$ cat config.mk
export PLATFORM = sky130hd
export DESIGN_NAME = rx_valid_framer_flat
export DESIGN_NICKNAME = d
export VERILOG_FILES = /design/src/rtl/rx_valid_framer_if.sv /design/src/rtl/rx_valid_framer.sv /design/src/flat_wrapper.sv
export SDC_FILE = /design/constraint.sdc
export NUM_CORES = 2
export LEC_CHECK = 0
export BUFFER_PORTS_ARGS = -buffer_cell sky130_fd_sc_hd__buf_2
export CAP_MARGIN = 5
export CORE_AREA = 10 10 409 411
export DETAILED_ROUTE_END_ITERATION = 8
export DIE_AREA = 0 0 419 421
export PLACE_DENSITY_LB_ADDON = 0.08
export SLEW_MARGIN = 40
export SYNTH_ARGS = -nofsm -noshare
export SYNTH_HDL_FRONTEND = slang
export SYNTH_SLANG_ARGS = --single-unit
$ cat constraint.sdc
create_clock -name clk -period 5.5 [get_ports clk]
set_input_delay 1.1 -clock clk [delete_from_list [all_inputs] [get_ports clk]]
set_output_delay 1.1 -clock clk [all_outputs]
set_load 0.05 [all_outputs]
$ cat src/rtl/rx_valid_framer_if.sv
`default_nettype none
// +----------------------------------------------------------------------------+
// | Module      : rx_valid_framer_if                                            |
// | Description : Bundle between the PHY receive tiles / link layer and the     |
// |               valid-lane framer.                                            |
// |               master : PHY side, drives rxval_din / rxdata_din and          |
// |                        observes the framed outputs.                         |
// |               slave  : framer side, consumes raw words and drives           |
// |                        out_data, out_valid, locked, offset, err_count.      |
// | Revision    : 1.0  initial release                                          |
// +----------------------------------------------------------------------------+
interface rx_valid_framer_if #(
  parameter int LANES = 16,
  parameter int WIDTH = 32
);
  logic [WIDTH-1:0]       rxval_din;   // valid-lane word, LSB earliest UI
  logic [LANES*WIDTH-1:0] rxdata_din;  // lane i at [i*WIDTH +: WIDTH]
  logic [LANES*WIDTH-1:0] out_data;    // realigned words, same packing
  logic                   out_valid;   // out_data holds a framed word
  logic                   locked;      // framer is in LOCKED
  logic [2:0]             offset;      // alignment offset in UI
  logic [15:0]            err_count;   // saturating mismatch count while locked

  modport master (
    output rxval_din, rxdata_din,
    input  out_data, out_valid, locked, offset, err_count
  );

  modport slave (
    input  rxval_din, rxdata_din,
    output out_data, out_valid, locked, offset, err_count
  );
endinterface
`default_nettype wire

$ cat src/rtl/rx_valid_framer.sv
`default_nettype none
// +----------------------------------------------------------------------------+
// | Module      : rx_valid_framer                                               |
// | Description : Finds the bit offset of the repeating 8'hf0 frame on the      |
// |               rxval lane, locks to it with hysteresis, and realigns every   |
// |               data lane to that offset with one cycle of latency.           |
// | Ports       : clk   - receive word clock (rising edge)                      |
// |               reset - synchronous, active-high                              |
// |               bus   - rx_valid_framer_if.slave (raw words in, framed out)   |
// | Option      : RX_FRAMER_ERR_COUNT_EN - when defined, err_count counts       |
// |               mismatch words while locked; otherwise it is tied to zero.    |
// | Revision    : 1.0  initial release                                          |
// +----------------------------------------------------------------------------+
module rx_valid_framer #(
  parameter int LANES        = 16,
  parameter int WIDTH        = 32,
  parameter int LOCK_COUNT   = 4,
  parameter int UNLOCK_COUNT = 2
) (
  input  wire logic        clk,
  input  wire logic        reset,
  rx_valid_framer_if.slave bus
);

  localparam int CNT_W  = $clog2(LOCK_COUNT + 1);
  localparam int MISS_W = $clog2(UNLOCK_COUNT + 1);

  localparam logic [WIDTH-1:0]  c_pat       = {(WIDTH/8){8'hf0}};
  localparam logic [CNT_W-1:0]  c_lock_last = CNT_W'(LOCK_COUNT - 1);
  localparam logic [MISS_W-1:0] c_miss_last = MISS_W'(UNLOCK_COUNT - 1);

  typedef enum logic [1:0] {
    HUNT   = 2'd0,
    VERIFY = 2'd1,
    LOCKED = 2'd2
  } state_t;

  state_t                 state_q, state_d;
  logic [CNT_W-1:0]       cnt_q, cnt_d;
  logic [MISS_W-1:0]      miss_q, miss_d;
  logic [2:0]             offset_q, offset_d;
  logic [WIDTH-1:0]       prev_val_q;
  logic [LANES*WIDTH-1:0] prev_data_q;
  logic [LANES*WIDTH-1:0] out_data_q, out_data_d;
  logic                   out_valid_q, out_valid_d;
  logic                   locked_q, locked_d;

  logic [2*WIDTH-1:0]     w_win_val;
  logic [7:0]             w_match;
  logic                   w_match_off;
  logic [2:0]             w_hunt_off;
  logic [LANES*WIDTH-1:0] w_shift;

  // Previous word occupies the low half so that offset k selects UIs
  // starting k positions into the older word.
  assign w_win_val = {bus.rxval_din, prev_val_q};

  // The pattern repeats every 8 UI, so only offsets 0..7 are distinct.
  for (genvar k = 0; k < 8; k++) begin : g_match
    assign w_match[k] = (w_win_val[k +: WIDTH] == c_pat);
  end

  assign w_match_off = w_match[offset_q];

  // Lowest matching offset wins; at most one can match on a clean stream.
  always_comb begin
    w_hunt_off = 3'd0;
    for (int k = 7; k >= 0; k--) begin
      if (w_match[k]) begin
        w_hunt_off = 3'(k);
      end
    end
  end

  // Each lane is shifted by the offset held before this edge.
  for (genvar i = 0; i < LANES; i++) begin : g_lane
    logic [2*WIDTH-1:0] w_win;
    assign w_win = {bus.rxdata_din[i*WIDTH +: WIDTH], prev_data_q[i*WIDTH +: WIDTH]};
    assign w_shift[i*WIDTH +: WIDTH] = w_win[offset_q +: WIDTH];
  end

  always_comb begin
    state_d  = state_q;
    cnt_d    = cnt_q;
    miss_d   = miss_q;
    offset_d = offset_q;
    case (state_q)
      HUNT: begin
        if (|w_match) begin
          offset_d = w_hunt_off;
          cnt_d    = CNT_W'(1);
          state_d  = VERIFY;
        end
      end
      VERIFY: begin
        if (w_match_off) begin
          if (cnt_q == c_lock_last) begin
            state_d = LOCKED;
            miss_d  = '0;
            cnt_d   = '0;
          end else begin
            cnt_d = cnt_q + CNT_W'(1);
          end
        end else begin
          // Offset is kept; only a fresh HUNT match may change it.
          state_d = HUNT;
          cnt_d   = '0;
        end
      end
      LOCKED: begin
        if (w_match_off) begin
          miss_d = '0;
        end else if (miss_q == c_miss_last) begin
          state_d = HUNT;
          miss_d  = '0;
        end else begin
          miss_d = miss_q + MISS_W'(1);
        end
      end
      default: begin
        state_d = HUNT;
        cnt_d   = '0;
        miss_d  = '0;
      end
    endcase
  end

  always_comb begin
    out_data_d  = w_shift;
    out_valid_d = (state_q == LOCKED) && w_match_off;
    locked_d    = (state_d == LOCKED);
  end

  always_ff @(posedge clk) begin
    if (reset) begin
      state_q     <= HUNT;
      cnt_q       <= '0;
      miss_q      <= '0;
      offset_q    <= '0;
      prev_val_q  <= '0;
      prev_data_q <= '0;
      out_data_q  <= '0;
      out_valid_q <= 1'b0;
      locked_q    <= 1'b0;
    end else begin
      state_q     <= state_d;
      cnt_q       <= cnt_d;
      miss_q      <= miss_d;
      offset_q    <= offset_d;
      prev_val_q  <= bus.rxval_din;
      prev_data_q <= bus.rxdata_din;
      out_data_q  <= out_data_d;
      out_valid_q <= out_valid_d;
      locked_q    <= locked_d;
    end
  end

  assign bus.out_data  = out_data_q;
  assign bus.out_valid = out_valid_q;
  assign bus.locked    = locked_q;
  assign bus.offset    = offset_q;

`ifdef RX_FRAMER_ERR_COUNT_EN
  logic [15:0] err_count_q, err_count_d;
  logic        w_err_inc;

  assign w_err_inc = (state_q == LOCKED) && !w_match_off;

  always_comb begin
    err_count_d = err_count_q;
    if (w_err_inc && (err_count_q != 16'hffff)) begin
      err_count_d = err_count_q + 16'd1;
    end
  end

  always_ff @(posedge clk) begin
    if (reset) begin
      err_count_q <= '0;
    end else begin
      err_count_q <= err_count_d;
    end
  end

  assign bus.err_count = err_count_q;
`else
  assign bus.err_count = 16'h0;
`endif

endmodule
`default_nettype wire
$ cat src/flat_wrapper.sv
// flat-port wrapper written by rule: the top's interface ports become plain ports
module rx_valid_framer_flat 
#(
  parameter int LANES        = 16,
  parameter int WIDTH        = 32,
  parameter int LOCK_COUNT   = 4,
  parameter int UNLOCK_COUNT = 2
)
  (clk, reset, bus_rxval_din, bus_rxdata_din, bus_out_data, bus_out_valid, bus_locked, bus_offset, bus_err_count);
  rx_valid_framer_if #(.LANES(LANES), .WIDTH(WIDTH)) bus_i ();
  input  wire logic clk;
  input  wire logic reset;
  input wire logic [$bits(bus_i.rxval_din)-1:0] bus_rxval_din;
  input wire logic [$bits(bus_i.rxdata_din)-1:0] bus_rxdata_din;
  output wire logic [$bits(bus_i.out_data)-1:0] bus_out_data;
  output wire logic [$bits(bus_i.out_valid)-1:0] bus_out_valid;
  output wire logic [$bits(bus_i.locked)-1:0] bus_locked;
  output wire logic [$bits(bus_i.offset)-1:0] bus_offset;
  output wire logic [$bits(bus_i.err_count)-1:0] bus_err_count;
  assign bus_i.rxval_din = bus_rxval_din;
  assign bus_i.rxdata_din = bus_rxdata_din;
  assign bus_out_data = bus_i.out_data;
  assign bus_out_valid = bus_i.out_valid;
  assign bus_locked = bus_i.locked;
  assign bus_offset = bus_i.offset;
  assign bus_err_count = bus_i.err_count;
  rx_valid_framer #(.LANES(LANES), .WIDTH(WIDTH), .LOCK_COUNT(LOCK_COUNT), .UNLOCK_COUNT(UNLOCK_COUNT)) u_core (.clk(clk), .reset(reset), .bus(bus_i));
endmodule
# Word-level counts from Yosys, hierarchy flattened
# Index checks and enable logic that the tools add are counted.
[op_classes]
add_sub_neg = 2
multipliers = 0
n_div = 0
n_lt_le_gt_ge = 1
n_eq_ne = 16
shifts = 16
muxes = 25
bitwise = 2
reduce_logical = 6
[ops]
columns = ["operator", "n"]
rows = [
  ["$shiftx 64x4->32", 16],
  ["$eq 32x32->1 const B", 8],
  ["$mux 3", 11],
  ["$mux 2", 9],
  ["$pmux 2 s3", 2],
  ["$pmux 3 s3", 1],
  ["$reduce_or 8->1", 1],
  ["$ne 2x1->1 const B", 3],
  ["$eq 2x1->1 const B", 2],
  ["$eq 2x2->1 const B", 2],
  ["$lt 3x4->1 const B", 1],
  ["$reduce_and 2->1", 2],
  ["$add 3x1->3 const B", 1],
  ["$bmux 1 s3", 1],
  ["$eq 3x2->1 const B", 1],
  ["$reduce_and 3->1", 1],
  ["$add 2x1->2 const B", 1],
  ["$logic_not 2->1", 1],
  ["$not 1->1", 2],
  ["$logic_and 1x1->1", 1],
  ["$mux 1", 1],
]
[word_totals]
register_bits = 1068
latch_bits = 0
mem_bits_rw = 0
rom_bits = 0
input_bits = 546
out_inout_bits = 533
word_cells = 77
n_memories = 0

# Longest topological paths before layout
[logic_depth]
word_depth = 9
depth_mapped = 9
depth_no_buf = 7

# Worst setup path after synthesis
# No wires, ideal clock.
[synth_timing]
kind = "input -> register"
start = "input bus_rxval_din[0]"
end = "register u_core.miss_q[1]"
setup_time_ns = 0.117
t_arrival_ns = 2.586
required_ns = 5.383
slack_ns = 2.797
cell_stages = 7
path_buffers = 0
path_cell_list = "and4bb_1 -> nand4_4 -> mux2_2 -> o21ai_0 -> nor4b_4 -> o21ai_0 -> and4b_1"
[synth_between]
elab_chain_cells = 5
elab_cells_between_ends = 13
cone_classes = "eq/ne (8); mux (4); reduce/logical (1)"
[synth_lines]
columns = ["item", "line", "rtl"]
rows = [
  ["start, declared", "flat_wrapper.sv:13", "input wire logic [$bits(bus_i.rxval_din)-1:0] bus_rxval_din;"],
  ["$eq 32x32->1", "rx_valid_framer.sv:60", "assign w_match[k] = (w_win_val[k +: WIDTH] == c_pat);"],
  ["$bmux 1 s3 *", "rx_valid_framer.sv:63", "assign w_match_off = w_match[offset_q];"],
  ["$mux 1 (implied by the code) *", "rx_valid_framer.sv:63", ""],
  ["$mux 2 / $ne 2x1->1 (equally long branches)", "n/a", ""],
  ["$pmux 2 s3 / $reduce_and 3->1 (equally long branches)", "n/a", ""],
  ["end signal, assigned", "rx_valid_framer.sv:148", "miss_q <= miss_d;"],
  ["end, declared", "rx_valid_framer.sv:40", "logic [MISS_W-1:0] miss_q, miss_d;"],
]
# Every way passes the cells marked *; elsewhere a longest branch is shown, timed or not. The select of a mux whose other input is x is not followed.
# A chain may end at the register's enable or synchronous reset.

# Worst setup path in the final report
[layout_timing]
start = "register u_core.offset_q[2] (netlist: u_core.bus.offset[2])"
end = "output bus_offset[2]"
[layout_rtl]
columns = ["item", "line", "rtl"]
rows = [
  ["start, declared", "rx_valid_framer.sv:41", "logic [2:0] offset_q, offset_d;"],
  ["start signal, assigned", "rx_valid_framer.sv:149", "offset_q <= offset_d;"],
  ["end, declared", "flat_wrapper.sv:18", "output wire logic [$bits(bus_i.offset)-1:0] bus_offset;"],
]
# No word-level cell between the ends.

==> reports/qor.txt <==
outcome -> complete, no violations
CTS tree -> done
Logic pwr share -> 0.101
synthesized cell area -> 47100 sq um
Leak -> 22.4 nW
HPWL Detailed -> 142000 um
final-stage net count -> 5303
crit path cell chain -> buf_2
I/O Buffers -> 1062
DRC errors left -> 0
#FFs+latches synth -> 1068
IO Count -> 1079
die area -> 176000 sq um
Crit path buffers/inverters -> 1
CTS max path bufs -> 3
core area -> 159000 sq um
Critical R2R Launch -> u_core.bus.offset[0]
area growth from synthesis to layout -> 25.6%
measured slew at the worst slew-check pin -> 0.780 ns
Min-Delay Path Class -> reg2reg
Synth async-reset ratio -> 0
Die Ht -> 421 um
vias in the first global route -> 36.3k
GR Util All Layers -> 0.199
initial antenna violation count -> 99
FILL cells -> 15.9k
Syn Inst Count -> 3820
Post-synth EDFFs -> 0
DR iter-0 viols -> 2215
layout cells sized above 1 -> 0.378
worst stage delay on the critical path -> 0.63 ns
Initial Util -> 0.295
ANT nets after route -> 0
# Max-Cap Violations -> 0
Final Hold Viols -> 0
required time of the critical path -> 4.40 ns
Final GP Congestion -> 0.845
Reg2Reg Setup Slack -> 2.92 ns
TritonCTS Buffers -> 133
Core Rows -> 147
Yosys top cell by area -> dfxtp_1
Total Routed Length -> 181000 um
Switching Fraction -> 0.265
first-pass GRT wire length -> 261000 um
post-layout util -> 0.371
delay-heaviest family, CP -> flip-flops
Synth warnings -> 0
# setup viols final -> 0
DP Cell Count -> 6705
Non-Filler Instances -> 6985
clk sinks -> 1068
max_slew headroom -> 0.480
skew final -> 0.0306 ns
sw power -> 5.13 mW
top cells by count, synth -> dfxtp_1 (1068), mux2i_1 (670), nor2b_1 (577)
Vias/cell -> 4.87
top area cells in the synthesized netlist -> dfxtp_1 (45%), mux4_2 (23%), mux2i_1 (14%), nor2b_1 (7.7%), nor2_1 (4.2%)
Hold Path Sink -> u_core.cnt_q[2]
crit path capture type -> primary output
largest net degree at the start of global routing -> 171
Vias -> 34.0k
post-CTS setup buffer count -> 0
VDD IR max -> 293 uV
capturing point of the worst reg2reg path -> u_core.bus.out_data[204]
crit start category -> register
Peak Freq -> 0.346 GHz
Seq/Total Area, Yosys -> 0.454
part of the power in registers -> 0.433
Worst Hold Launch -> u_core.cnt_q[2]
Max H-tree Level -> 4
ys flop type -> dfxtp_1
clock root buffer -> clkbuf_16
most frequent cell after synthesis -> dfxtp_1
WS Path Type -> reg2out
hold buffers post-CTS -> 0
crit path max fanout -> 26
mean post-synth cell area -> 12.3 sq um
critical path data arrival time -> 1.79 ns
cts repair resizes -> 0
die width -> 419 um
Tcrit/Tclk final -> 0.526
Avg WL per Cell -> 25.9 um
RSZ-0062 raised after global routing -> no
Final Critical Period -> 2.89 ns
grt ovf -> 0
post-synth cell types -> 43
power share of the clock group -> 0.466
post-synth top area share -> 0.454
clk_lat worst skew -> 0.76 ns
Internal -> 14.3 mW
r2r worst-path depth -> 5
pwr dens -> 328 nW/um^2
Initial DRT Pass Iterations -> 5
Pins Over Slew Limit -> 0
Post-Route Setup TNS -> 0 ns
CTS clk-pin slew, worst paths -> 0.06 ns
Hold Path Stages -> 1
CP max-delay cell -> dfxtp_4
[logic make-up after synthesis]
family,Yosys count,share of synthesized area
adders and majority gates,1,0.000266
DFF,1068,0.454
AOI/OAI and AO/OA,98,0.0136
muxes,1151,0.372
buffers and inverters,338,0.0305
and+or+nand+nor,1163,0.129
other,1,0.0000796
[metal layers]
layer  GRT usage  part of all wire
met1       0.231              0.39
met2       0.352              0.51
met3      0.0417             0.051
met4      0.0840             0.044
met5           0            0.0011
[power groups by stage]
stage | Clock, mW | Sequential (mW) | Combinational [mW]
floorplan | 0 | 8.95 | 0.781
global placement | 0 | 8.56 | 1.98
detailed placement | 0 | 8.56 | 1.98
CTS | 9.33 | 8.39 | 1.99
global route | 9.64 | 8.43 | 2.09
finish | 9.04 | 8.40 | 1.95
[flip-flops by register name, summed over array words and instances, names as in the netlist]
name / flops
u_core.prev_val_q: 32
u_core.bus.locked: 1
u_core.bus.out_data: 512
u_core.cnt_q: 3
u_core.prev_data_q: 512
u_core.state_q: 2
u_core.miss_q: 2
u_core.bus.offset: 3
u_core.bus.out_valid: 1
[cell usage in the layout (no fill, tap or decap), drive strengths merged, types with 6 or more instances in the layout]
| cell type | count |
|---|---|
| nand2 | 15 |
| bufinv | 10 |
| nor2b | 577 |
| nor2 | 522 |
| diode | 39 |
| conb | 16 |
| inv | 12 |
| clkinv | 28 |
| dfxtp | 1068 |
| and4bb | 15 |
| mux2i | 670 |
| buf | 1120 |
| nor3 | 9 |
| a211oi | 36 |
| a21oi | 44 |
| nand3 | 6 |
| clkbuf | 189 |
| mux4 | 480 |
[per-stage QoR]
stage	setup WS [ns]	power, mW	hold slack (ns)	instance area [sq um]
after detailed placement	2.40	10.5	0.444	54400
after floorplan	2.80	9.73	0.419	47200
after global placement	2.42	10.5	0.434	54400
after global routing	2.50	20.2	0.456	59100
final	2.61	19.4	0.445	59100
after CTS	2.49	19.7	0.452	59000
[worst max path at each step]
stage,start,to,slack [ns],cells after the start
after floorplan,bus_rxval_din[0],u_core.miss_q[1],2.80,7
after global placement,bus_rxval_din[0],u_core.miss_q[1],2.42,8
after detailed placement,bus_rxval_din[0],u_core.miss_q[1],2.40,8
after CTS,u_core.bus.offset[2],bus_offset[2],2.49,1
after global routing,u_core.bus.offset[2],bus_offset[2],2.50,1
final,u_core.bus.offset[2],bus_offset[2],2.61,1
[cell type report]
type,instances,area (sq um),share of cell area
diodes,39,97.6,0.00165
clock buffers,189,3880,0.0657
clock inverters,50,669,0.0113
inverters,4,15.0,0.000254
multi-input cells,2429,24300,0.412
flip-flops and latches,1068,21400,0.362
well taps,2086,2610,0.0441
repair buffers,1120,6130,0.104
Power figures use the tool's default switching activity.
